**config.mk**
```make
export PLATFORM = sky130hd
export DESIGN_NAME = vga_hvsync_generator_flat
export DESIGN_NICKNAME = d
export VERILOG_FILES = /design/src/rtl/vga_timing_pkg.sv /design/src/rtl/vga_hvsync_generator_if.sv /design/src/rtl/vga_axis_counter.sv /design/src/rtl/vga_hvsync_generator.sv /design/src/flat_wrapper.sv
export SDC_FILE = /design/constraint.sdc
export NUM_CORES = 1
export LEC_CHECK = 0
export BUFFER_PORTS_ARGS = -buffer_cell sky130_fd_sc_hd__buf_2
export CAP_MARGIN = 15
export CORE_MARGIN = 5
export CORE_UTILIZATION = 58
export DETAILED_ROUTE_END_ITERATION = 12
export PLACE_DENSITY = 0.83
export SLEW_MARGIN = 25
export SYNTH_ARGS = -nofsm -noshare
export SYNTH_HDL_FRONTEND = slang
export SYNTH_SLANG_ARGS = --single-unit
```
**constraint.sdc**
```tcl
create_clock -name clk -period 5.15 [get_ports clk]
set_clock_uncertainty 0.1 [all_clocks]
set_input_delay 0 -clock clk [delete_from_list [all_inputs] [get_ports clk]]
set_output_delay 0 -clock clk [all_outputs]
set_load 0.005 [all_outputs]
```
**src/rtl/vga_timing_pkg.sv**
```systemverilog
// Shared VGA 640x480@60 timing constants, position type and axis helpers.
package vga_timing_pkg;

    localparam int unsigned POS_W = 10;

    typedef logic [POS_W-1:0] vga_pos_t;

    // Axis layout: display, front porch, sync pulse, back porch.
    function automatic int unsigned axis_total(input int unsigned disp, input int unsigned front,
                                               input int unsigned sync, input int unsigned back);
        return disp + front + sync + back;
    endfunction

    function automatic int unsigned axis_sync_start(input int unsigned disp,
                                                    input int unsigned front);
        return disp + front;
    endfunction

    // Last position (inclusive) where sync is asserted.
    function automatic int unsigned axis_sync_end(input int unsigned disp, input int unsigned front,
                                                  input int unsigned sync);
        return disp + front + sync - 1;
    endfunction

    localparam int unsigned H_DISPLAY = 640;
    localparam int unsigned H_FRONT   = 16;
    localparam int unsigned H_SYNC    = 96;
    localparam int unsigned H_BACK    = 48;
    localparam int unsigned V_DISPLAY = 480;
    localparam int unsigned V_BOTTOM  = 10;
    localparam int unsigned V_SYNC    = 2;
    localparam int unsigned V_TOP     = 33;

    localparam int unsigned H_TOTAL      = axis_total(H_DISPLAY, H_FRONT, H_SYNC, H_BACK);
    localparam int unsigned H_SYNC_START = axis_sync_start(H_DISPLAY, H_FRONT);
    localparam int unsigned H_SYNC_END   = axis_sync_end(H_DISPLAY, H_FRONT, H_SYNC);
    localparam int unsigned V_TOTAL      = axis_total(V_DISPLAY, V_BOTTOM, V_SYNC, V_TOP);
    localparam int unsigned V_SYNC_START = axis_sync_start(V_DISPLAY, V_BOTTOM);
    localparam int unsigned V_SYNC_END   = axis_sync_end(V_DISPLAY, V_BOTTOM, V_SYNC);

endpackage

```
**src/rtl/vga_hvsync_generator_if.sv**
```systemverilog
// Raster timing bundle from the sync generator to pixel/frame logic.
//   hsync, vsync : active-low sync pulses
//   display_on   : beam inside the visible region
//   hpos, vpos   : current beam position
interface vga_hvsync_generator_if;

    logic                      hsync;
    logic                      vsync;
    logic                      display_on;
    vga_timing_pkg::vga_pos_t  hpos;
    vga_timing_pkg::vga_pos_t  vpos;

    modport master (
        output hsync,
        output vsync,
        output display_on,
        output hpos,
        output vpos
    );

    modport slave (
        input hsync,
        input vsync,
        input display_on,
        input hpos,
        input vpos
    );

endinterface

```
**src/rtl/vga_axis_counter.sv**
```systemverilog
// One raster axis: wrapping position counter with registered sync and active decode.
//   clk, rst_n : clock, synchronous active-low reset
//   en         : advance the position this clock
//   pos        : current position (registered)
//   wrap_c     : en && pos is the last position of the axis
//   sync_n     : active-low sync, registered from the next position so it aligns with pos
//   active_c   : pos inside the display region
module vga_axis_counter
    import vga_timing_pkg::*;
#(
    parameter int unsigned DISPLAY = H_DISPLAY,
    parameter int unsigned FRONT   = H_FRONT,
    parameter int unsigned SYNC    = H_SYNC,
    parameter int unsigned BACK    = H_BACK
) (
    input  logic     clk,
    input  logic     rst_n,
    input  logic     en,
    output vga_pos_t pos,
    output logic     wrap_c,
    output logic     sync_n,
    output logic     active_c
);

    localparam int unsigned TOTAL = axis_total(DISPLAY, FRONT, SYNC, BACK);

    localparam vga_pos_t LAST       = POS_W'(TOTAL - 1);
    localparam vga_pos_t SYNC_LO    = POS_W'(axis_sync_start(DISPLAY, FRONT));
    localparam vga_pos_t SYNC_HI    = POS_W'(axis_sync_end(DISPLAY, FRONT, SYNC));
    localparam vga_pos_t ACTIVE_END = POS_W'(DISPLAY);

    vga_pos_t pos_nxt_c;

    // Next position: hold, increment, or wrap to zero at the end of the axis.
    always_comb begin
        pos_nxt_c = pos;
        if (en) begin
            pos_nxt_c = (pos == LAST) ? '0 : pos + POS_W'(1);
        end
    end

    assign wrap_c   = en && (pos == LAST);
    assign active_c = (pos < ACTIVE_END);

    // Position and sync registers; sync decodes the incoming position.
    always_ff @(posedge clk) begin
        if (!rst_n) begin
            pos    <= '0;
            sync_n <= 1'b1;
        end else begin
            pos    <= pos_nxt_c;
            sync_n <= !((pos_nxt_c >= SYNC_LO) && (pos_nxt_c <= SYNC_HI));
        end
    end

endmodule

```
**src/rtl/vga_hvsync_generator.sv**
```systemverilog
// VGA raster timing generator: horizontal and vertical axis counters.
//   clk   : pixel clock
//   rst_n : synchronous active-low reset, returns the beam to (0,0)
//   vid   : hsync/vsync/display_on/hpos/vpos, all describing the same pixel
module vga_hvsync_generator #(
    parameter int unsigned H_DISPLAY = vga_timing_pkg::H_DISPLAY,
    parameter int unsigned H_FRONT   = vga_timing_pkg::H_FRONT,
    parameter int unsigned H_SYNC    = vga_timing_pkg::H_SYNC,
    parameter int unsigned H_BACK    = vga_timing_pkg::H_BACK,
    parameter int unsigned V_DISPLAY = vga_timing_pkg::V_DISPLAY,
    parameter int unsigned V_BOTTOM  = vga_timing_pkg::V_BOTTOM,
    parameter int unsigned V_SYNC    = vga_timing_pkg::V_SYNC,
    parameter int unsigned V_TOP     = vga_timing_pkg::V_TOP
) (
    input  logic                          clk,
    input  logic                          rst_n,
    vga_hvsync_generator_if.master        vid
);

    vga_timing_pkg::vga_pos_t h_pos;
    vga_timing_pkg::vga_pos_t v_pos;
    logic h_wrap_c;
    logic h_sync_n;
    logic h_active_c;
    logic v_sync_n;
    logic v_active_c;
    // Frame wrap is recoverable from (hpos,vpos)==(0,0) downstream.
    logic unused_v_wrap_c;

    // Horizontal axis: advances every pixel clock.
    vga_axis_counter #(
        .DISPLAY (H_DISPLAY),
        .FRONT   (H_FRONT),
        .SYNC    (H_SYNC),
        .BACK    (H_BACK)
    ) u_h_axis (
        .clk      (clk),
        .rst_n    (rst_n),
        .en       (1'b1),
        .pos      (h_pos),
        .wrap_c   (h_wrap_c),
        .sync_n   (h_sync_n),
        .active_c (h_active_c)
    );

    // Vertical axis: advances once per line, on the horizontal wrap.
    vga_axis_counter #(
        .DISPLAY (V_DISPLAY),
        .FRONT   (V_BOTTOM),
        .SYNC    (V_SYNC),
        .BACK    (V_TOP)
    ) u_v_axis (
        .clk      (clk),
        .rst_n    (rst_n),
        .en       (h_wrap_c),
        .pos      (v_pos),
        .wrap_c   (unused_v_wrap_c),
        .sync_n   (v_sync_n),
        .active_c (v_active_c)
    );

    assign vid.hpos       = h_pos;
    assign vid.vpos       = v_pos;
    assign vid.hsync      = h_sync_n;
    assign vid.vsync      = v_sync_n;
    assign vid.display_on = h_active_c && v_active_c;

endmodule

```
**src/flat_wrapper.sv**
```systemverilog
// flat-port wrapper written by rule: the top's interface ports become plain ports
module vga_hvsync_generator_flat 
#(
    parameter int unsigned H_DISPLAY = vga_timing_pkg::H_DISPLAY,
    parameter int unsigned H_FRONT   = vga_timing_pkg::H_FRONT,
    parameter int unsigned H_SYNC    = vga_timing_pkg::H_SYNC,
    parameter int unsigned H_BACK    = vga_timing_pkg::H_BACK,
    parameter int unsigned V_DISPLAY = vga_timing_pkg::V_DISPLAY,
    parameter int unsigned V_BOTTOM  = vga_timing_pkg::V_BOTTOM,
    parameter int unsigned V_SYNC    = vga_timing_pkg::V_SYNC,
    parameter int unsigned V_TOP     = vga_timing_pkg::V_TOP
)
  (clk, rst_n, vid_hsync, vid_vsync, vid_display_on, vid_hpos, vid_vpos);
  vga_hvsync_generator_if vid_i ();
  input  logic clk;
  input  logic rst_n;
  output wire logic [$bits(vid_i.hsync)-1:0] vid_hsync;
  output wire logic [$bits(vid_i.vsync)-1:0] vid_vsync;
  output wire logic [$bits(vid_i.display_on)-1:0] vid_display_on;
  output wire logic [$bits(vid_i.hpos)-1:0] vid_hpos;
  output wire logic [$bits(vid_i.vpos)-1:0] vid_vpos;
  assign vid_hsync = vid_i.hsync;
  assign vid_vsync = vid_i.vsync;
  assign vid_display_on = vid_i.display_on;
  assign vid_hpos = vid_i.hpos;
  assign vid_vpos = vid_i.vpos;
  vga_hvsync_generator #(.H_DISPLAY(H_DISPLAY), .H_FRONT(H_FRONT), .H_SYNC(H_SYNC), .H_BACK(H_BACK), .V_DISPLAY(V_DISPLAY), .V_BOTTOM(V_BOTTOM), .V_SYNC(V_SYNC), .V_TOP(V_TOP)) u_core (.clk(clk), .rst_n(rst_n), .vid(vid_i));
endmodule
```
After elaboration in Yosys (flattened, before gate mapping)
Index checks and enable logic that the tools add are counted.
Widths: inputs -> output; s select.

cells by class
  add/sub/neg operators = 2
  $lt $le $gt $ge = 6
  equal/unequal tests = 2
  multiplexer cells = 3
  reductions and logical operators = 5

operators by type and width
  kind                   count
  $mux 10                3
  $add 10x1->10 const B  2
  $eq 10x10->1 const B   2
  $ge 10x10->1 const B   1
  $ge 10x9->1 const B    1
  $le 10x10->1 const B   1
  $le 10x9->1 const B    1
  $lt 10x10->1 const B   1
  $lt 10x9->1 const B    1
  $logic_and 1x1->1      3
  $logic_not 1->1        2

storage, ports and cells
  register bits = 22
  input bits = 2
  output and inout bits = 23
  word-level logic and storage cells = 22

Depth between registers and ports, before layout
  depth in word-level cells = 6
  gate-level depth with buffers = 8
  depth with buffers taken out = 7

Modules after synthesis
From an unflattened synthesis, not the netlist that was laid out.

second synthesis, totals
  cell total of the unflattened synthesis = 144
  area total of the unflattened synthesis = 1261.2 µm²

by module, submodules not included
  module                              instances  cells an instance  area an instance (µm²)  seq. area each (µm²)
  vga_axis_counter (u_core.u_v_axis)  1          80                 698.2                   220.2
  vga_axis_counter (u_core.u_h_axis)  1          62                 553.0                   220.2
  vga_hvsync_generator                1          2                  10.0                    0.0

Worst setup path before layout
No wires, ideal clock.

  kind = reg2reg
  from = reg u_core.u_h_axis.pos[0]
  to = reg u_core.u_v_axis.sync_n
  data arrival time = 2.263 ns
  data required time = 4.916 ns
  slack = 2.653 ns
  stages on the path, launching flop included = 7
  period minus slack after synthesis = 2.497 ns
  path through = dfxtp_1 -> ha_1 -> and4_1 -> nand3_2 -> or4_1 -> a22o_1 -> or4_1

on the way
  cells in the longest elaborated chain, start to end = 5
  elaborated cells between the ends (all ways) = 6
  those cells by class = 2 x order compare; 1 x eq/ne; 1 x mux; 2 x reduce/logical

ends and longest elaborated chain
  item                                               RTL line                RTL
  from (decl)                                        vga_axis_counter.sv:19  output vga_pos_t pos,
  from (signal assigned)                             vga_axis_counter.sv:51  pos <= pos_nxt_c;
  $eq 10x10->1 (*)                                   vga_axis_counter.sv:42  assign wrap_c = en && (pos == LAST);
  $mux 10 (*)                                        vga_axis_counter.sv:37  if (en) begin
  $ge 10x9->1 / $le 10x9->1 (equally long branches)  vga_axis_counter.sv:52  sync_n <= !((pos_nxt_c >= SYNC_LO) && (pos_nxt_c <= SYNC_HI));
  $logic_and 1x1->1 (*)                              vga_axis_counter.sv:52
  $logic_not 1->1 (*)                                vga_axis_counter.sv:52
  to (signal assigned)                               vga_axis_counter.sv:52
  to (decl)                                          vga_axis_counter.sv:21  output logic sync_n,

Every way passes the cells marked *; elsewhere a longest branch is shown, timed or not.
A chain may end at the register's enable or synchronous reset.

Final worst setup path
Same ends and word-level chain as after synthesis.

==> out/qor.yml <==
synth.distinct_cells: 41
fin_nets: 191
dpl.hpwl_mm: 2.145
clock-sinks: 22
start_kind: "register"
reg2reg_from: "u_core.u_h_axis.pos[0]"
dieArea_mm2: 0.003317
gp_congestion: 0.8449
dieWidth_um: 57.60
numCtsBuffers: 3
period_share_pct: 55.76
slowest_delay_ns: 0.61
drtIter0Drc: 36
pre_cts_ws_ns: 2.340
grt.total_usage_pct: 18.42
synthAdderAreaFrac_pct: 3.810
yosys.area_share.xor_xnor_pct: 6.000
vias: 1275
arrival_ns: 2.97
synth_area_mm2: 0.001314
synth_edf_count: 0
final.min_clock_period_ns: 2.872
ant_nets: 0
async_reset_ff_share_pct: 0
core_mm2: 0.002191
finalWirelength_mm: 2.993
syn_inst: 163
cts_root_buf: "clkbuf_4"
max_slew_margin_pct: 71.41
p_per_area_mw_per_mm2: 190.6
drc_errors: 0
drt-wirelength-per-cell_um: 14.12
path_cells: "ha_1 -> and4_1 -> nand3_2 -> or4_1 -> a22o_1 -> or4_1"
postCtsSetupRepairBufs: 0
status: "finished clean"
hp-class: "register to register"
grt_first_pass_wirelength_mm: 4.947
pin_count: 25
fin_ws_ns: 2.278
ff2ff_path_depth: 6
r2r-end: "u_core.u_v_axis.sync_n"
synth_flop_cell: "dfxtp_1"
htreeDepth: 1
final_cell_mix: "buf_2 (24), dfxtp_1 (22), nor2_1 (13), nand2_1 (13), o21ai_0 (10)"
clockBufferDepth: 2
timing.max_cap.violations: 0
synth_compound_area_share_pct: 18.57
cp_max_fo: 15
final_common_cell: "buf_2"
clk_pin_slew_ns: 0.12
worstMarginPinSlew_ns: 0.4256
whs_path_depth: 1
crit_path_end_kind: "register"
path_class: "register to register"
cp.required_ns: 5.24
synth_seq_cells: 22
hp-start: "u_core.u_h_axis.pos[0]"
min_to: "u_core.u_h_axis.pos[0]"
hold_viol: 0
rsz0062_at_grt: "false"
areaGrowthSynthToFinish_pct: 12.38
via_per_inst: 6.014
finalMaxSlewViolations: 0
ys_warn_count: 0
grt_pass1_vias: 1092
syn_avg_cell_area_um2: 8.060
start_util_pct: 59.97
startpoint: "u_core.u_h_axis.pos[0]"
cpMostUsedCell: "or4_1"
muxShareOfSynthArea_pct: 0
clock_latency_ns: 0.31
grt_antenna_before_repair: 0
grt_max_degree: 17
final-setup-viol-count: 0
rows: 17
seq_area_frac_synth_pct: 33.52
cts_tree: "yes"
die_h_um: 57.60
io_buffers: 24
n_fill_cell: 206
crit_slowest_cell: "or4_1"
reg2reg_slack_ns: 2.28
tns_ns: 0
drive_gt1_share_pct: 16.85
diodes: 0
max_freq_ghz: 0.3482
synth_nets: 169
grt-ovfl-total: 0
p_leak_nw: 0.5508
first_pass_iters: 4
irDropWorstVdd_uv: 179.3
synth_top_family_by_area: "simple AND/OR/NAND/NOR gates"
synth-simple-area-share_pct: 33.14
## Yosys cell counts (4+ instances only)
| cell | n | area (um^2) |
|---|---|---|
| a21boi_0 | 7 | 52.55 |
| a21oi_1 | 8 | 40.04 |
| and2_1 | 5 | 31.28 |
| clkbuf_1 | 6 | 22.52 |
| dfxtp_1 | 22 | 440.4 |
| ha_1 | 4 | 50.05 |
| inv_1 | 7 | 26.28 |
| nand2_1 | 13 | 48.80 |
| nand3_1 | 8 | 40.04 |
| nand4_1 | 8 | 50.05 |
| nor2_1 | 13 | 48.80 |
| nor2b_1 | 4 | 25.02 |
| nor3_1 | 4 | 20.02 |
| o21ai_0 | 10 | 50.05 |
| or4_1 | 4 | 30.03 |
| xnor2_1 | 6 | 52.55 |
## metal layers
layer	share of wire [%]	vias up	GRT usage, %
li1	-	639	-
met1	46	588	26.66
met2	47	44	28.06
met3	5.2	4	2.036
met4	1.2	0	6.291
met5	0	-	0
## layout make-up
type,count,area (um^2),area share (%)
flip-flops and latches,22,440.4,29.83
repair buffers,25,130.1,8.814
inverters,7,26.28,1.780
clock buffers,4,36.28,2.458
well taps,28,35.03,2.373
multi-input cells,126,808.3,54.75
## through the flow
step	utilization [%]	instances	cell area [um^2]	hold WS (ns)	power, mW
floorplan	-	163	1314	0.05381	0.1838
global placement	65.28	207	1430	0.2742	0.1880
detailed placement	65.28	207	1430	0.2799	0.1887
CTS	67.39	212	1476	0.4211	0.2847
global route	67.39	212	1476	0.4436	0.2935
finish	67.39	212	1476	0.4145	0.2814
## repair_timing
action / CTS / global route
resized for setup: 0 / 0
endpoints found under the setup margin: 0 / 0
hold endpoints to repair: 15 / 0
hold buffers: 1 / 0
## state kept, by name, indices dropped and copies added (netlist names)
register,cells
u_core.u_v_axis.sync_n,1
u_core.u_v_axis.pos,10
u_core.u_h_axis.sync_n,1
u_core.u_h_axis.pos,10
## critical path: cells and delay by family, from the launching register on
kind,cells,cell delay [ns]
AOI/OAI and AO/OA,1,0.24
adders and majority gates,1,0.25
and+or+nand+nor,4,1.74
DFF,1,0.43
## worst max path at each step
stage / end / slack, ns / cells after the start
after floorplan: u_core.u_v_axis.sync_n / 2.65 / 6
after global placement: u_core.u_v_axis.sync_n / 2.46 / 6
after detailed placement: u_core.u_v_axis.sync_n / 2.34 / 6
after CTS: u_core.u_v_axis.sync_n / 2.31 / 6
after global routing: u_core.u_v_axis.sync_n / 2.15 / 6
final: u_core.u_v_axis.sync_n / 2.28 / 6
## logic make-up after synthesis
| group | Yosys count |
|---|---|
| adders and majority gates | 4 |
| buffers and inverters | 15 |
| and+or+nand+nor | 76 |
| DFF | 22 |
| AOI/OAI and AO/OA | 37 |
| xor gates and xnor gates | 9 |
## where the power goes
part | internal, mW | switching, mW
Combinational | 0.00467 | 0.00556
Clock | 0.0432 | 0.0531
Sequential | 0.172 | 0.00277
(Power assumes the default switching activity.)
